$ cat config.mk
export PLATFORM = sky130hd
export DESIGN_NAME = demorgan_pipe
export DESIGN_NICKNAME = d
export VERILOG_FILES = /design/src/rtl/demorgan_pkg.sv /design/src/rtl/demorgan_lane.sv /design/src/rtl/demorgan_pipe.sv
export SDC_FILE = /design/constraint.sdc
export NUM_CORES = 1
export LEC_CHECK = 0
export CAP_MARGIN = 10
export CORE_ASPECT_RATIO = 0.6
export CORE_MARGIN = 2
export CORE_UTILIZATION = 50
export DETAILED_ROUTE_END_ITERATION = 7
export PLACE_DENSITY_LB_ADDON = 0.2
export SYNTH_ARGS = -nofsm -noshare
export SYNTH_HDL_FRONTEND = slang
export SYNTH_HIERARCHICAL = 1
export SYNTH_SLANG_ARGS = --single-unit
$ cat constraint.sdc
create_clock -name clk -period 4.1 [get_ports clk]
set_input_delay 0.615 -clock clk [delete_from_list [all_inputs] [get_ports clk]]
set_output_delay 0.615 -clock clk [all_outputs]
set_load 0.02 [all_outputs]
$ cat src/rtl/demorgan_pkg.sv
// Shared types for the De Morgan pipeline: operation encoding and op classification.
package demorgan_pkg;

    localparam int unsigned OP_W = 3;

    typedef enum logic [OP_W-1:0] {
        OP_NOT_A  = 3'd0,
        OP_NOT_B  = 3'd1,
        OP_NOR_C  = 3'd2,
        OP_NOR_G  = 3'd3,
        OP_NAND_C = 3'd4,
        OP_NAND_G = 3'd5,
        OP_AND    = 3'd6,
        OP_OR     = 3'd7
    } op_e;

    // Ops whose result has two equivalent forms that can be cross-checked.
    function automatic logic is_demorgan_op(input op_e op);
        return (op == OP_NOR_C) || (op == OP_NOR_G) || (op == OP_NAND_C) || (op == OP_NAND_G);
    endfunction

endpackage

$ cat src/rtl/demorgan_lane.sv
// One bit of the result: complemented-input form (c) and gate form (g) for the selected op.
module demorgan_lane
    import demorgan_pkg::*;
(
    input  logic a,
    input  logic b,
    input  logic na,
    input  logic nb,
    input  op_e  op,
    output logic c,
    output logic g
);

    // Non-De Morgan ops drive the same value on both forms.
    always_comb begin
        c = 1'b0;
        g = 1'b0;
        case (op)
            OP_NOT_A:             begin c = na;       g = na;       end
            OP_NOT_B:             begin c = nb;       g = nb;       end
            OP_NOR_C,  OP_NOR_G:  begin c = na & nb;  g = ~(a | b); end
            OP_NAND_C, OP_NAND_G: begin c = na | nb;  g = ~(a & b); end
            OP_AND:               begin c = a & b;    g = a & b;    end
            OP_OR:                begin c = a | b;    g = a | b;    end
            default:              begin c = 1'b0;     g = 1'b0;     end
        endcase
    end

endmodule

$ cat src/rtl/demorgan_pipe.sv
// Two-stage valid/ready pipeline computing bitwise logic ops with De Morgan cross-check
// and a saturating mismatch counter.
module demorgan_pipe
    import demorgan_pkg::*;
#(
    parameter int unsigned WIDTH = 8,
    parameter int unsigned CNT_W = 8
) (
    input  logic             clk,
    input  logic             rst_n,
    input  logic             in_valid,
    output logic             in_ready,
    input  logic [WIDTH-1:0] in_a,
    input  logic [WIDTH-1:0] in_b,
    input  logic [OP_W-1:0]  in_op,
    input  logic             inject_fault,
    output logic             out_valid,
    input  logic             out_ready,
    output logic [WIDTH-1:0] out_y,
    output logic             out_ok,
    output logic [CNT_W-1:0] err_count,
    output logic             err_sticky,
    input  logic             clr_count
);

    logic             s1Valid;
    logic [WIDTH-1:0] s1A, s1B, s1NA, s1NB;
    op_e              s1Op;
    logic             s1En, s2En;
    logic [WIDTH-1:0] formC, formG, gFault, resultY;
    logic             resultOk;

    // No skid buffer: ready ripples back combinationally from the consumer.
    assign s2En     = !out_valid || out_ready;
    assign s1En     = !s1Valid || s2En;
    assign in_ready = s1En;

    always_ff @(posedge clk or negedge rst_n) begin
        if (!rst_n) begin
            s1Valid <= 1'b0;
            s1A     <= '0;
            s1B     <= '0;
            s1NA    <= '0;
            s1NB    <= '0;
            s1Op    <= OP_NOT_A;
        end else if (s1En) begin
            s1Valid <= in_valid;
            if (in_valid) begin
                s1A  <= in_a;
                s1B  <= in_b;
                s1NA <= ~in_a;
                s1NB <= ~in_b;
                s1Op <= op_e'(in_op);
            end
        end
    end

    for (genvar i = 0; i < WIDTH; i++) begin : gLane
        demorgan_lane uLane (
            .a  (s1A[i]),
            .b  (s1B[i]),
            .na (s1NA[i]),
            .nb (s1NB[i]),
            .op (s1Op),
            .c  (formC[i]),
            .g  (formG[i])
        );
    end

    // Fault hook perturbs only the gate form, so it shows up as a form mismatch.
    assign gFault = formG ^ WIDTH'(inject_fault);

    always_comb begin
        resultY  = formC;
        resultOk = 1'b1;
        if (is_demorgan_op(s1Op)) begin
            resultOk = (formC == gFault);
            if ((s1Op == OP_NOR_G) || (s1Op == OP_NAND_G)) begin
                resultY = gFault;
            end
        end
    end

    always_ff @(posedge clk or negedge rst_n) begin
        if (!rst_n) begin
            out_valid <= 1'b0;
            out_y     <= '0;
            out_ok    <= 1'b1;
        end else if (s2En) begin
            out_valid <= s1Valid;
            if (s1Valid) begin
                out_y  <= resultY;
                out_ok <= resultOk;
            end
        end
    end

    // Clear takes priority over a same-cycle mismatch transfer.
    always_ff @(posedge clk or negedge rst_n) begin
        if (!rst_n) begin
            err_count  <= '0;
            err_sticky <= 1'b0;
        end else if (clr_count) begin
            err_count  <= '0;
            err_sticky <= 1'b0;
        end else if (out_valid && out_ready && !out_ok) begin
            err_sticky <= 1'b1;
            if (err_count != {CNT_W{1'b1}}) begin
                err_count <= err_count + CNT_W'(1);
            end
        end
    end

endmodule

==> results.md <==
- Crit path kind: reg -> reg
- Antenna Nets Post-Route: 0
- Total Routing Usage GR: 0.189
- Drc violations: 0
- Biggest fanout along the worst timing path: 28
- Post-synthesis area per instance: about 10 um2
- Clock insertion delay at the later pin of the skew report: ~0.3 ns
- Launch point of the critical path: s1Op[0]$_DFFE_PN0P_
- Area added between synthesis and finish: 21.9%
- Post-synthesis instance area: 0.00306 mm2
- Maximum number of pins on one net before global-route repair: between 50 and 60
- Core region area: around 0.006 mm2
- Commonest cells after routing, fill and taps aside: 54 x sky130_fd_sc_hd__dfrtp_1, 46 x sky130_fd_sc_hd__nand2_1, 43 x sky130_fd_sc_hd__clkdlybuf4s50_1
- Slew at the pin closest to its max-slew limit: 0.981 ns
- Number of unique standard cell types used by synthesis: between 40 and 50
- Number of DRC violations after detailed-routing iteration 0: about 80
- Max Cap Viol: 0
- Post-CTS setup buffer count: 0
- Cells along the critical path: maj3_2, a31oi_1, o311ai_1, xor2_1, nor4_1, nand4_1, o221ai_1
- Detailed Route WL: around 6300 um
- Number of flops mapped to enable cells by yosys: 0
- Highest Clock Rate: approximately 390 MHz
- Instance count of the mapped netlist: between 300 and 400
- Die Area: approximately 0.0068 mm2
- Total Nets Final: around 380
- Half-perimeter wire length of the detailed placement result: about 4500 um
- Count of pins on the block boundary: 45
- Die W: roughly 110 um
- Clock share of power: 0.245
- Initial antenna violation count: 0
- Final hold violation count: 0
- Most common cell after layout, fill and taps aside: sky130_fd_sc_hd__dfrtp_1
- Post-route clock skew: around 0.0056 ns
- Sequential fraction of design power: 0.423
- Critical-path top delay cell: sky130_fd_sc_hd__dfrtp_1
- Cell Int Power: 1140 uW
- Buffers & Inverters on Critical Path: 0
- Standard-cell row count: 22
- Starting utilization of the core area: 0.510
- Power dissipated by switching net loads: between 500 and 600 uW
- Via count: 2438
- Routed via count divided by cell count: 5.60
- Final-report setup violation count: 0
- Share of the yosys chip area belonging to registers: 0.450
- Inst Count DP: ~430
- Worst IR Drop VDD: 0.000230 V
- Result of the run: finished clean
- Static leakage power: 0.00154 uW
- Power per Cell Area: approximately 460 mW/mm2
- Root Buffer Master: sky130_fd_sc_hd__clkbuf_8
- First drt pass iteration count: 4
- First-pass GRT wire length: around 10000 um
- Ant. Diodes: 0
- Switching part of the total: 0.331
- Worst slack at placement: approximately 1.5 ns
- Post-route worst setup slack: around 1.6 ns
- Fraction of final layout cells with drive strength greater than 1: 0.140
- #FFs+latches synth: between 50 and 60
- Peak per-stage delay on the critical path: 0.76 ns
- Routed wl met3: 269 um
- Unrepaired setup endpoints after global routing: false
- Largest delay share family, worst path: flip-flops
- Beginning of the worst register-to-register path: s1Op[0]$_DFFE_PN0P_
- Mapped Nets: between 300 and 400
- CTS sink cnt: 55
- Wl on met1: roughly 3400 um
- Sum Neg Setup Slack: 0 ns
- GR Overflow Total: 0
- Comb power frac: 0.331
- Register clock-pin slew on the reported worst setup and hold paths: roughly 0.1 ns
- Max Used Layer: met4
- Wire length on met2: about 2700 um
- Crit path arrival time: approximately 2.8 ns
- Crit path time final: between 2 and 3 ns
- CTS tree: yes
- Worst path required time: approximately 4.3 ns
- Crit. End Element: register
- WL/cell: roughly 15 um
- Proportion of synthesized flip-flops having asynchronous set or reset: 1.00
- Deepest clock path buffer count: 2
- Hold WC Path Type: in -> async
- Flip-flop cell with the highest count after synthesis: sky130_fd_sc_hd__dfrtp_1
- Number of cells upsized or downsized after cts: 0
- Die outline height: roughly 65 um
- Non-filler cells in the finished layout: 435
- CTS Buf Count: 5
- Slew headroom: 0.346
- Final clock period utilization by the worst path: 0.620
- Count of warnings emitted by yosys: 6
- Count of hold-fix buffers inserted at cts: 0
- Critical Path Start Type: register
- Number of global-route vias before repair: around 2000
- Port Buffer Count: between 40 and 50
- H-tree levels: 2
- RD Place Congestion: about 0.83
- Max-slew violation count: 0
==> per-layer routing <==
layer / vias up / track usage
li1: 1226 / -
met2: 42 / 0.274
met3: 2 / 0.0332
met1: 1168 / 0.297
met5: - / 0
met4: 0 / 0.0350
==> cells by family (layout without fill, tap and decap cells) <==
family / count (synthesis) / in the layout / synth area share
buffers and inverters: 15 / 64 / 0.0221
muxes: 28 / 28 / 0.0993
xor gates and xnor gates: 13 / 13 / 0.0372
adders and majority gates: 9 / 9 / 0.0335
DFF: 55 / 55 / 0.450
and+or+nand+nor: 107 / 107 / 0.200
AOI/OAI and AO/OA: 75 / 75 / 0.158
==> cell type report <==
| cell class | instances | area (um2) |
|---|---|---|
| timing repair buffer | 48 | 465 |
| sequential | 55 | 1380 |
| clock inverter | 3 | 67.6 |
| multi-input combinational | 232 | 1620 |
| fill | 508 | 2270 |
| clock buffer | 5 | 68.8 |
| inverter | 8 | 30.0 |
| tap | 84 | 105 |
==> state kept, by name, indices dropped and copies added, names as in the netlist <==
name and cells:
s1NA 8, out_y 8, err_count 8, out_ok 1, s1A 8, s1Valid 1
err_sticky 1, s1B 8, s1Op 3, s1NB 8, out_valid 1
==> cell usage after synthesis (2+ instances only) <==
cell,instances,area share
sky130_fd_sc_hd__dfrtp_1,54,0.44
sky130_fd_sc_hd__nand2_1,46,0.056
sky130_fd_sc_hd__o21ai_0,31,0.051
sky130_fd_sc_hd__a31oi_1,17,0.035
sky130_fd_sc_hd__mux2_2,17,0.063
sky130_fd_sc_hd__nor4b_1,17,0.049
sky130_fd_sc_hd__nand3_1,10,0.016
sky130_fd_sc_hd__xor2_1,10,0.029
sky130_fd_sc_hd__mux2i_1,9,0.029
sky130_fd_sc_hd__nor2_1,9,0.011
sky130_fd_sc_hd__a21o_1,8,0.020
sky130_fd_sc_hd__inv_1,8,0.0098
sky130_fd_sc_hd__maj3_2,8,0.029
sky130_fd_sc_hd__nand4b_1,8,0.023
sky130_fd_sc_hd__o311ai_1,8,0.023
sky130_fd_sc_hd__buf_2,3,0.0049
sky130_fd_sc_hd__nand2b_1,3,0.0061
sky130_fd_sc_hd__xnor2_1,3,0.0086
sky130_fd_sc_hd__buf_4,2,0.0049
sky130_fd_sc_hd__clkbuf_1,2,0.0025
sky130_fd_sc_hd__mux2_1,2,0.0074
sky130_fd_sc_hd__nand2_2,2,0.0041
sky130_fd_sc_hd__nor4_1,2,0.0041
sky130_fd_sc_hd__o211ai_1,2,0.0049
==> power by group through the flow <==
| stage | clock network, uW | logic (uW) | registers [uW] |
|---|---|---|---|
| 3_3_place_gp | 0 | 553 | 730 |
| 2_1_floorplan | 0 | 308 | 785 |
| 6_report | 420 | 567 | 725 |
| 4_1_cts | 432 | 571 | 724 |
| 3_5_place_dp | 0 | 570 | 736 |
| 5_1_grt | 457 | 624 | 740 |
==> worst paths after layout <==
kind                                        end  slack [ns]  cells after the start
max                          out_ok$_DFFE_PN1P_        1.56                      7
min                          s1A[3]$_DFFE_PN0P_        0.42                      2
max reg2reg                  out_ok$_DFFE_PN1P_        1.56                      7
min reg2reg                out_y[4]$_DFFE_PN0P_        0.49                      2
max in group asynchronous   s1NA[1]$_DFFE_PN0P_        3.22                      2
min in group clk           out_y[4]$_DFFE_PN0P_        0.49                      2
==> per-stage QoR <==
step | total power [uW] | hold slack, ns | utilization | instance area (um2)
6_report | 1710 | 0.422 | 0.622 | 3730
5_1_grt | 1820 | 0.470 | 0.622 | 3730
4_1_cts | 1730 | 0.448 | 0.622 | 3730
3_5_place_dp | 1310 | 0.472 | 0.599 | 3590
3_3_place_gp | 1280 | 0.461 | 0.599 | 3590
2_1_floorplan | 1090 | 0.319 | - | 3060
No activity file was read; power rests on OpenSTA's default activity.
